===== config.mk =====
export PLATFORM = sky130hd
export DESIGN_NAME = sort_4x8b_lane_tx_flat
export DESIGN_NICKNAME = d
export VERILOG_FILES = /design/src/rtl/sort_4x8b_pkg.sv /design/src/rtl/sort_4x8b_lane_tx_if.sv /design/src/rtl/sort_4x8b_order_chk.sv /design/src/rtl/sort_4x8b_lane_tx.sv /design/src/flat_wrapper.sv
export SDC_FILE = /design/constraint.sdc
export NUM_CORES = 1
export LEC_CHECK = 0
export CAP_MARGIN = 0
export CORE_UTILIZATION = 49
export CTS_BUF_LIST = sky130_fd_sc_hd__clkbuf_8
export DETAILED_ROUTE_END_ITERATION = 10
export GPL_TIMING_DRIVEN = 0
export PLACE_DENSITY = 0.82
export SLEW_MARGIN = 10
export SYNTH_ARGS = -nofsm -noshare
export SYNTH_HDL_FRONTEND = slang
export SYNTH_SLANG_ARGS = --single-unit

===== constraint.sdc =====
create_clock -name clk -period 2.1 [get_ports clk]
set_input_delay 0.42 -clock clk [delete_from_list [all_inputs] [get_ports clk]]
set_output_delay 0.42 -clock clk [all_outputs]
set_load 0.02 [all_outputs]

===== src/rtl/sort_4x8b_pkg.sv =====
// Shared types for the 4x8b sorter family: lane/vector typedefs and the
// lane transmitter state encoding.
package sort_4x8b_pkg;

  localparam int LANES = 4;
  localparam int LW    = 8;

  typedef logic [LW-1:0]    lane_t;
  typedef lane_t [LANES-1:0] vec_t;

  typedef enum logic {
    IDLE = 1'b0,
    SEND = 1'b1
  } state_t;

endpackage


===== src/rtl/sort_4x8b_lane_tx_if.sv =====
// Vector-in / byte-out handshake bundle for sort_4x8b_lane_tx.
// The slave side is the transmitter; the master side is its environment.
interface sort_4x8b_lane_tx_if #(
  parameter int CNT_W = 16
);
  import sort_4x8b_pkg::*;

  vec_t             in_data;
  logic             in_valid;
  logic             in_ready;
  lane_t            out_data;
  logic             out_valid;
  logic             out_ready;
  logic             out_last;
  logic [CNT_W-1:0] vec_cnt;
  logic             order_err;

  modport master (
    output in_data, in_valid, out_ready,
    input  in_ready, out_data, out_valid, out_last, vec_cnt, order_err
  );

  modport slave (
    input  in_data, in_valid, out_ready,
    output in_ready, out_data, out_valid, out_last, vec_cnt, order_err
  );

endinterface


===== src/rtl/sort_4x8b_order_chk.sv =====
// Combinational ascending-order check: err is high when any lane is
// strictly greater than the lane above it (equal neighbours are legal).
module sort_4x8b_order_chk
  import sort_4x8b_pkg::*;
(
  input  vec_t vec,
  output logic err
);

  // Unsigned compare of every adjacent lane pair.
  always_comb begin
    err = 1'b0;
    for (int i = 0; i < LANES - 1; i++) begin
      if (vec[i] > vec[i+1]) err = 1'b1;
    end
  end

endmodule


===== src/rtl/sort_4x8b_lane_tx.sv =====
// sort_4x8b_lane_tx: accepts one sorted 4x8b vector per handshake and
// serializes it lane 0 first, flagging the lane 3 byte with out_last.
// Build option: define SORT_4X8B_LANE_TX_ORDER_CHECK_EN to enable the
// sticky order_err checker; otherwise order_err is tied low.
//
// state | meaning
// IDLE  | nothing held; in_ready=1, waiting for a vector
// SEND  | streaming hold register one lane per out handshake
module sort_4x8b_lane_tx
  import sort_4x8b_pkg::*;
#(
  parameter int LANES = 4,
  parameter int LW    = 8,
  parameter int CNT_W = 16
)(
  input logic               clk,
  input logic               rst,
  sort_4x8b_lane_tx_if.slave bus
);

  if (LANES != sort_4x8b_pkg::LANES || LW != sort_4x8b_pkg::LW) begin : g_bad_geometry
    $error("sort_4x8b_lane_tx supports only 4 lanes of 8 bits");
  end

  localparam int                LANE_W    = $clog2(LANES);
  localparam logic [LANE_W-1:0] LAST_LANE = LANE_W'(LANES - 1);

  state_t             state_q, state_d;
  logic [LANE_W-1:0]  lane_q, lane_d;
  vec_t               hold_q, hold_d;
  logic [CNT_W-1:0]   cnt_q, cnt_d;
  logic               in_ready_c;

  // State, lane index, holding register and vector counter.
  always_ff @(posedge clk) begin
    if (rst) begin
      state_q <= IDLE;
      lane_q  <= '0;
      hold_q  <= '0;
      cnt_q   <= '0;
    end else begin
      state_q <= state_d;
      lane_q  <= lane_d;
      hold_q  <= hold_d;
      cnt_q   <= cnt_d;
    end
  end

  // Next state; the last-lane handshake may reload immediately for zero-bubble streaming.
  always_comb begin
    state_d    = state_q;
    lane_d     = lane_q;
    hold_d     = hold_q;
    cnt_d      = cnt_q;
    in_ready_c = 1'b0;
    case (state_q)
      IDLE: begin
        in_ready_c = 1'b1;
        if (bus.in_valid) begin
          hold_d  = bus.in_data;
          lane_d  = '0;
          state_d = SEND;
        end
      end
      SEND: begin
        if (bus.out_ready) begin
          if (lane_q == LAST_LANE) begin
            cnt_d      = cnt_q + CNT_W'(1);
            in_ready_c = 1'b1;
            lane_d     = '0;
            if (bus.in_valid) begin
              hold_d = bus.in_data;
            end else begin
              state_d = IDLE;
            end
          end else begin
            lane_d = lane_q + LANE_W'(1);
          end
        end
      end
      default: begin
        state_d = IDLE;
        lane_d  = '0;
      end
    endcase
  end

  assign bus.in_ready  = in_ready_c;
  assign bus.out_valid = (state_q == SEND);
  assign bus.out_data  = hold_q[lane_q];
  assign bus.out_last  = (state_q == SEND) && (lane_q == LAST_LANE);
  assign bus.vec_cnt   = cnt_q;

`ifdef SORT_4X8B_LANE_TX_ORDER_CHECK_EN
  logic chk_err;
  logic err_q;
  logic accept;

  assign accept = bus.in_valid && in_ready_c;

  sort_4x8b_order_chk u_order_chk (
    .vec (bus.in_data),
    .err (chk_err)
  );

  // Sticky error: any accepted out-of-order vector latches it until reset.
  always_ff @(posedge clk) begin
    if (rst) begin
      err_q <= 1'b0;
    end else if (accept && chk_err) begin
      err_q <= 1'b1;
    end
  end

  assign bus.order_err = err_q;
`else
  assign bus.order_err = 1'b0;
`endif

endmodule


===== src/flat_wrapper.sv =====
// flat-port wrapper written by rule: the top's interface ports become plain ports
module sort_4x8b_lane_tx_flat import sort_4x8b_pkg::*;
#(
  parameter int LANES = 4,
  parameter int LW    = 8,
  parameter int CNT_W = 16
)
  (clk, rst, bus_in_data, bus_in_valid, bus_out_ready, bus_in_ready, bus_out_data, bus_out_valid, bus_out_last, bus_vec_cnt, bus_order_err);
  sort_4x8b_lane_tx_if #(.CNT_W(CNT_W)) bus_i ();
  input logic clk;
  input logic rst;
  input wire logic [$bits(bus_i.in_data)-1:0] bus_in_data;
  input wire logic [$bits(bus_i.in_valid)-1:0] bus_in_valid;
  input wire logic [$bits(bus_i.out_ready)-1:0] bus_out_ready;
  output wire logic [$bits(bus_i.in_ready)-1:0] bus_in_ready;
  output wire logic [$bits(bus_i.out_data)-1:0] bus_out_data;
  output wire logic [$bits(bus_i.out_valid)-1:0] bus_out_valid;
  output wire logic [$bits(bus_i.out_last)-1:0] bus_out_last;
  output wire logic [$bits(bus_i.vec_cnt)-1:0] bus_vec_cnt;
  output wire logic [$bits(bus_i.order_err)-1:0] bus_order_err;
  assign bus_i.in_data = bus_in_data;
  assign bus_i.in_valid = bus_in_valid;
  assign bus_i.out_ready = bus_out_ready;
  assign bus_in_ready = bus_i.in_ready;
  assign bus_out_data = bus_i.out_data;
  assign bus_out_valid = bus_i.out_valid;
  assign bus_out_last = bus_i.out_last;
  assign bus_vec_cnt = bus_i.vec_cnt;
  assign bus_order_err = bus_i.order_err;
  sort_4x8b_lane_tx #(.LANES(LANES), .LW(LW), .CNT_W(CNT_W)) u_core (.clk(clk), .rst(rst), .bus(bus_i));
endmodule

## Yosys cells after proc, flatten, opt, wreduce, memory -nomap -nowiden

Index checks and enable logic that the tools add are counted.

| operators by class | value |
|---|---|
| equality and inequality tests | 4 |
| magnitude comparators | 1 |
| shift operators | 0 |
| add/subtract/negate cells | 2 |
| reduce and logical (&&, ||, !) cells | 4 |
| bitwise logic cells | 1 |
| multipliers | 0 |
| mux-type cells | 17 |
| div/mod/pow operators | 0 |

Operators with widths:

| cell | count |
|---|---|
| 32-bit 2-to-1 mux | 3 |
| 32-bit one-hot mux with 2 select lines | 1 |
| 16-bit by 1-bit adder with 16-bit output, second input constant | 1 |
| 8-bit binary-select mux with 2-bit select | 1 |
| 8-bit 2-to-1 mux | 1 |
| 2-bit 2-to-1 mux | 3 |
| 2-bit != test, second input constant | 3 |
| 1-bit 2-to-1 mux | 5 |
| 1-bit one-hot mux with 2 select lines | 2 |
| 2-bit one-hot mux with 2 select lines | 1 |
| 2-bit AND reduction | 2 |
| 2-bit by 3-bit < comparator with 1-bit output, second input constant | 1 |
| 3-bit AND reduction | 1 |
| 2-bit by 1-bit adder with 2-bit output, second input constant | 1 |
| 2-bit equality test, second input constant | 1 |
| 1-bit logical AND | 1 |
| 1-bit inverter | 1 |

| storage, ports and cells | value |
|---|---|
| ROM bits | 0 |
| word-level logic and storage cells | 36 |
| output and inout port bits | 28 |
| memory bits (writable) | 0 |
| register bits after elaboration | 51 |
| bits in latches | 0 |
| memories kept | 0 |
| bits of input ports | 36 |

## Depth between registers and ports, before layout

Gate-level depths: netlist of the first run.

| logic depth | value |
|---|---|
| word-level depth | 4 |
| depth in mapped cells | 7 |
| depth with buffers taken out | 5 |

## Worst setup path before layout of the first run

OpenSTA, ideal clock, no wires.

| path | value |
|---|---|
| path kind | register to register |
| start | reg u_core.cnt_q[0], in the netlist u_core.bus.vec_cnt[0] |
| end | reg u_core.cnt_q[14], in the netlist u_core.bus.vec_cnt[14] |
| path buffers | 1 |
| arrival | 1.753 ns |
| slack | 0.277 ns |
| required time | 2.030 ns |
| cell stages (with the launch flop) | 7 |
| cells stage by stage | dfxtp_1 ha_1 nand2_1 or2_1 clkbuf_2 or4_1 a21oi_1 |

| between the ends | value |
|---|---|
| longest elaborated chain between the ends | 1 |

RTL lines:

| element | RTL line | text |
|---|---|---|
| start, declared | sort_4x8b_lane_tx.sv:31 | `logic [CNT_W-1:0] cnt_q, cnt_d;` |
| start signal, assigned | sort_4x8b_lane_tx.sv:45 | `cnt_q <= cnt_d;` |
| 16-bit by 1-bit adder with 16-bit output | sort_4x8b_lane_tx.sv:68 | `cnt_d = cnt_q + CNT_W'(1);` |

No other way between the ends.
A chain may end at the register's enable or synchronous reset.

## Worst setup path in the final report of the first run

| path | value |
|---|---|
| start | reg u_core.lane_q[0] |
| end | out bus_out_data[1] |

| between the ends | value |
|---|---|
| longest elaborated chain between the ends | 2 |

RTL lines:

| element | RTL line | text |
|---|---|---|
| start, declared | sort_4x8b_lane_tx.sv:29 | `logic [LANE_W-1:0] lane_q, lane_d;` |
| start signal, assigned | sort_4x8b_lane_tx.sv:43 | `lane_q <= lane_d;` |
| 8-bit binary-select mux with 2-bit select | sort_4x8b_lane_tx.sv:90 | `assign bus.out_data = hold_q[lane_q];` |
| 8-bit 2-to-1 mux (not written as such) | sort_4x8b_lane_tx.sv:90 |  |
| end, declared | flat_wrapper.sv:16 | `output wire logic [$bits(bus_i.out_data)-1:0] bus_out_data;` |

No other way between the ends. The select of a mux whose other input is x is not followed.

==> results of run 1 <==
==> flip-flops by register name (all words and copies together) (netlist names) <==
register and cells:
u_core.bus.out_valid 1, u_core.bus.vec_cnt 16, u_core.hold_q 32, u_core.lane_q 2
==> critical path, cell delays in order, from the launching register on <==
cell             delay, ps
dfxtp_2                360
buf_8                  150
mux4_2                 490
clkdlybuf4s15_1        300
==> metrics by stage <==
| stage | std cells | utilization, % |
|---|---|---|
| after CTS | 370 | 72.4 |
| after global routing | 370 | 71.9 |
| final | 370 | 71.9 |
| after detailed placement | 360 | 69.2 |
| after floorplan | 249 | - |
| after global placement | 360 | 69.2 |
==> cells by family (layout without fill, tap and decap cells) <==
family	Yosys count	after routing	share of synthesized area (%)
adders and majority gates	2	2	1.15
xor gates and xnor gates	10	10	4.03
AOI/OAI and AO/OA	46	46	11.6
buffers and inverters	20	91	3.97
other	1	1	0.173
DFF	51	51	47.0
and+or+nand+nor	109	109	22.9
muxes	10	10	9.21
==> worst max-delay path by stage <==
stage	cells after the start	end	slack (ps)
6_report	3	bus_out_data[1]	80
5_1_grt	3	bus_out_data[1]	2
4_1_cts	3	bus_out_last	-4
3_5_place_dp	3	bus_out_data[4]	-390
3_3_place_gp	3	bus_out_data[4]	-390
2_1_floorplan	6	u_core.bus.vec_cnt[14]	280
==> cells in the mapped netlist, types with 2 or more instances <==
master	instances	area (um^2)
a21oi_1	38	190
a32oi_1	2	17.5
and4_1	2	17.5
buf_1	3	11.3
buf_4	2	15.0
clkbuf_1	10	37.5
clkbuf_2	2	10.0
dfxtp_1	51	1020
ha_1	2	25.0
inv_1	2	7.51
mux2i_1	2	20.0
mux4_2	8	180
nand2_1	71	267
nand3_1	3	15.0
nand4_1	4	25.0
nor2_1	14	52.6
nor3_1	2	10.0
o31ai_1	4	30.0
or4_1	4	30.0
xnor2_1	4	35.0
xor2_1	6	52.6
==> report_power, final <==
group	leakage [nW]	internal, W	switching (W)
logic	0.634	0.000123	0.000115
clock network	0.0557	0.000296	0.000299
registers	0.417	0.00100	0.0000209
==> routing by layer <==
metal,vias to the layer above,track usage (%)
met1,902,28.1
li1,987,-
met5,-,0
met4,0,7.81
met3,6,5.92
met2,51,41.9
==> area by class of cell <==
class	count	area (um^2)	share of cell area, %
multi-input cells	178	1070	36.1
well taps	50	62.6	2.12
repair buffers	63	597	20.2
clock buffers	7	96.3	3.26
plain buffers	18	100	3.38
clock inverters	1	3.75	0.127
inverters	2	7.51	0.254
flip-flops and latches	51	1020	34.6
==> timing repair <==
item                                    4_1_cts  5_1_grt
resized for setup                            21       12
buffers inserted                              2        0
endpoints found under the setup margin        9        9
==> qor.csv, run 1 <==
metric,value,unit
outcome,completed,
Synth Register Bits,51,
global-route wire length before repair,8200,um
pin count of the biggest net entering global routing,15,
Worst Hold Endpoint,u_core.hold_q[27],
vias in the first global route,1826,
max-cap check violation count,0,
Placement Setup Slack,-395,ps
filler cell count,334,
Crit path arrival time,1600,ps
FF-to-FF path depth,6,
DRT iter0 DRCs,96,
Critical Path Start Type,register,
starting density of the core,52.8,%
Min-Delay Path Depth,2,
Reg2Reg Setup Slack,250,ps
final period utilization,96.4,%
Initial DRT Pass Iterations,4,
skew final,2.46,ps
number of clock sinks,51,
HPWL after DPL,3750,um
CTS max path bufs,2,
post-synthesis sequential area ratio,47.0,%
antenna-violating nets left,0,
critical path launch point,u_core.lane_q[0],
DP Area,0.00285,mm^2
FP Rows,23,
initial antenna violation count,0,
Mapped Area,0.00217,mm^2
total power,0.00186,W
IO Pins,64,
post-DR wirelength/cell,14.1,um
Async SR Flop Fraction,0,%
slew margin rel.,64.1,%
via count,1946,
WHS,348,ps
Max Used Layer,met4,
final hold viol count,0,
share of layout cells above drive strength 1,11.6,%
reg2reg start,u_core.lane_q[1],
Critical R2R Capture,u_core.bus.vec_cnt[14],
Synth warnings,0,
f_max,494,MHz
Tmin final,2020,ps
Post-synth EDFFs,0,
fin area,0.00296,mm^2
post-synthesis net count,287,
CP Max Fanout,9,
critical path required time,1680,ps
die height,68.6,um
DR vias/cell,5.26,
Total Wirelength,5210,um
Overflow after GRT,0,
syn_area_per_cell,8.73,um^2
DR WL met3,311,um
Cell variety after synth,34,
"Setup violations, final",0,
leak pwr,1.11,nW
kind of critical path,reg2out,
I/O Buffers,61,
Critical Path Sink Type,primary output,
slew at the pin with the worst max-slew slack,538,ps
total negative slack,0,ps
"leading cell type in the layout, fill and taps excluded",nand2_1,
area of the core,0.00412,mm^2
hold_sp,rst,
synthesized netlist cell count,249,
diode count,0,
maximum VDD drop,0.000345,V
CTS tree,done,
Hold WC Path Type,in2reg,
die width,68.6,um
total CTS buffers,5,
DRC errors left,0,
M1 wire length,2300,um
gr usage total,23.8,%
Post-layout nets,357,
most frequent cells in the layout,"71 x nand2_1, 51 x clkdlybuf4s50_1, 50 x dfxtp_1",
Slew Limit Fails,0,
RSZ-0062 raised after global routing,no,
Worst-path clk slew,80,ps
Power Density,628,mW/mm^2
ys flop type,dfxtp_1,
Placer Congestion,0.750,
Final WS setup,75.8,ps
metal2 WL,2530,um
root buf cell,clkbuf_8,
die area,0.00471,mm^2
CTS hold repair buffers,0,
number of H-tree levels,2,
"Clk Latency, worst-skew pair",300,ps
P&R area growth vs syn,36.1,%
Note: power is estimated with default switching activity, not from simulation.
==> run 2: changes to the inputs <==
Settings changed: ABC_AREA set to 1, CORE_UTILIZATION 49 to 50, GPL_TIMING_DRIVEN 0 to unset, PLACE_DENSITY 0.82 to 0.83.
Clock period 2.1 ns to 2.5 ns, I/O delays scaled along.
==> qor.csv, run 2 <==
metric,value,unit
FP Rows,24,
Hold WC Path Type,reg2reg,
post-synthesis sequential area ratio,44.6,%
slew at the pin with the worst max-slew slack,530,ps
share of layout cells above drive strength 1,6.67,%
P&R area growth vs syn,33.6,%
Clock Power Share,30.1,%
Register Area,0.00102,mm^2
die width,69.7,um
Power Density,541,mW/mm^2
DRT iter0 DRCs,137,
IO Pins,64,
post-synthesis net count,367,
gr usage total,23.3,%
diode count,0,
ys flop type,dfxtp_1,
Slew Limit Fails,0,
number of clock sinks,51,
Crit path arrival time,1950,ps
Crit path largest cell delay,640,ps
global-route wire length before repair,9160,um
Int Pwr,0.00122,W
largest cells by area after synthesis,"dfxtp_1 45%, nor2_1 17%, o21ai_1 7.4%",
slew margin rel.,64.6,%
skew final,10.3,ps
maximum VDD drop,0.000372,V
Tmin final,2450,ps
synthesized netlist cell count,329,
CP Max Fanout,16,
antenna-violating nets left,0,
CP max-delay cell,clkdlybuf4s50_1,
leak pwr,1.20,nW
top cell type's share of synthesized area,44.6,%
Synth Register Bits,51,
starting density of the core,52.3,%
Critical Path Sink Type,primary output,
Placer Congestion,0.890,
die area,0.00486,mm^2
switching share of power,26.4,%
non-filler cells in the finished layout,442,
CTS max path bufs,2,
"leading cell type in the layout, fill and taps excluded",nor2_1,
Multi-input gate area,0.00111,mm^2
outcome,completed,
Critical Path Start Type,register,
pin count of the biggest net entering global routing,33,
Post-synth EDFFs,0,
Post-layout nets,427,
via count,2254,
Mapped Area,0.00229,mm^2
kind of critical path,reg2out,
DR vias/cell,5.10,
Synth warnings,0,
max reg flops,32,
I/O Buffers,62,
die height,69.7,um
critical path required time,2000,ps
vias in the first global route,2096,
max-cap check violation count,0,
"area leader, netlist",dfxtp_1,
root buf cell,clkbuf_8,
cells along the critical path,buf_4 > o21ai_0 > o22ai_1 > clkdlybuf4s50_1,
synth cell count leaders,"103 x nor2_1, 51 x dfxtp_1, 34 x o21ai_1, 33 x nand2_1",
total negative slack,0,ps
Overflow after GRT,0,
Sw Pwr,0.000436,W
most numerous cell in the Yosys netlist,nor2_1,
CTS tree,done,
Seq pwr share,53.3,%
CTS hold repair buffers,0,
Inst Count DP,433,
syn_area_per_cell,6.96,um^2
final period utilization,98.1,%
largest register by flop count,u_core.hold_q,
Cell variety after synth,25,
most frequent cells in the layout,"103 x nor2_1, 62 x clkdlybuf4s50_1, 50 x dfxtp_1",
post-DR wirelength/cell,12.3,um
"Clk Latency, worst-skew pair",300,ps
f_max,408,MHz
Worst-path clk slew,90,ps
number of H-tree levels,2,
Initial DRT Pass Iterations,4,
filler cell count,379,
initial antenna violation count,0,
area of the core,0.00438,mm^2
Async SR Flop Fraction,0,%
HPWL after DPL,3880,um
DRC errors left,0,
final hold viol count,0,
total CTS buffers,5,
"Setup violations, final",0,
Total Wirelength,5440,um
Comb pwr share,16.6,%
==> run 2: kinds of logic (layout without fill, tap and decap cells) <==
logic type | count (synthesis) | count (layout) | share of synthesized area (%)
AND/OR/NAND/NOR | 161 | 161 | 29.7
AO/OA/AOI/OAI | 76 | 76 | 17.5
flip-flops | 51 | 51 | 44.6
buffers and inverters | 38 | 99 | 7.05
adder cells (fa/ha/maj) | 2 | 2 | 1.09
other | 1 | 1 | 0.164
==> run 2: path summary, 6_finish.rpt <==
path / startpoint / end / slack [ps] / cells past startpoint
min: u_core.hold_q[16] / u_core.hold_q[16] / 500 / 2
max reg2reg: u_core.lane_q[1] / u_core.hold_q[29] / 740 / 7
min reg2reg: u_core.hold_q[16] / u_core.hold_q[16] / 500 / 2
max: u_core.lane_q[0] / bus_out_data[1] / 50 / 4
==> run 2: power by group through the flow <==
stage                     Sequential, W  Combinational (W)  Clock, W
after floorplan                0.000893           0.000152         0
after global placement         0.000898           0.000268         0
after detailed placement       0.000900           0.000272         0
after CTS                      0.000881           0.000274  0.000504
after global routing           0.000887           0.000301  0.000544
final                          0.000882           0.000275  0.000497
==> run 2: routing by layer <==
layer / global-route usage, % / part of all wire [%] / vias up
met4: 7.33 / 1.3 / 0
met2: 40.6 / 49 / 57
met1: 29.0 / 45 / 1003
li1: - / - / 1188
met3: 4.36 / 4.6 / 6
met5: 0 / 0 / -
==> run 2: stage by stage <==
| stage | util [%] | setup slack, ps | hold WS (ps) | power [W] | cell area [um^2] |
|---|---|---|---|---|---|
| floorplan | - | 789 | 449 | 0.00105 | 2290 |
| global placement | 67.3 | 195 | 460 | 0.00117 | 2950 |
| detailed placement | 67.3 | 159 | 469 | 0.00117 | 2950 |
| CTS | 69.5 | 41.8 | 490 | 0.00166 | 3050 |
| global route | 69.8 | -3.04 | 509 | 0.00173 | 3060 |
| finish | 69.8 | 46.9 | 495 | 0.00165 | 3060 |
==> run 2: what timing repair did <==
action	4_1_cts	5_1_grt
endpoints found under the setup margin	1	7
buffers inserted	0	1
resized for setup	1	1
==> run 2: worst max-delay path, delay by kind of cell (launching register included) <==
family	cells	cell delay, ps
AOI/OAI and AO/OA	2	370
buffers and inverters	2	870
DFF	1	410
==> run 2: cell type report <==
class,instances,area share [%]
flip-flops and latches,51,33.4
well taps,52,2.13
repair buffers,68,22.2
clock inverters,2,0.450
inverters,23,2.94
clock buffers,6,2.70
multi-input cells,240,36.2
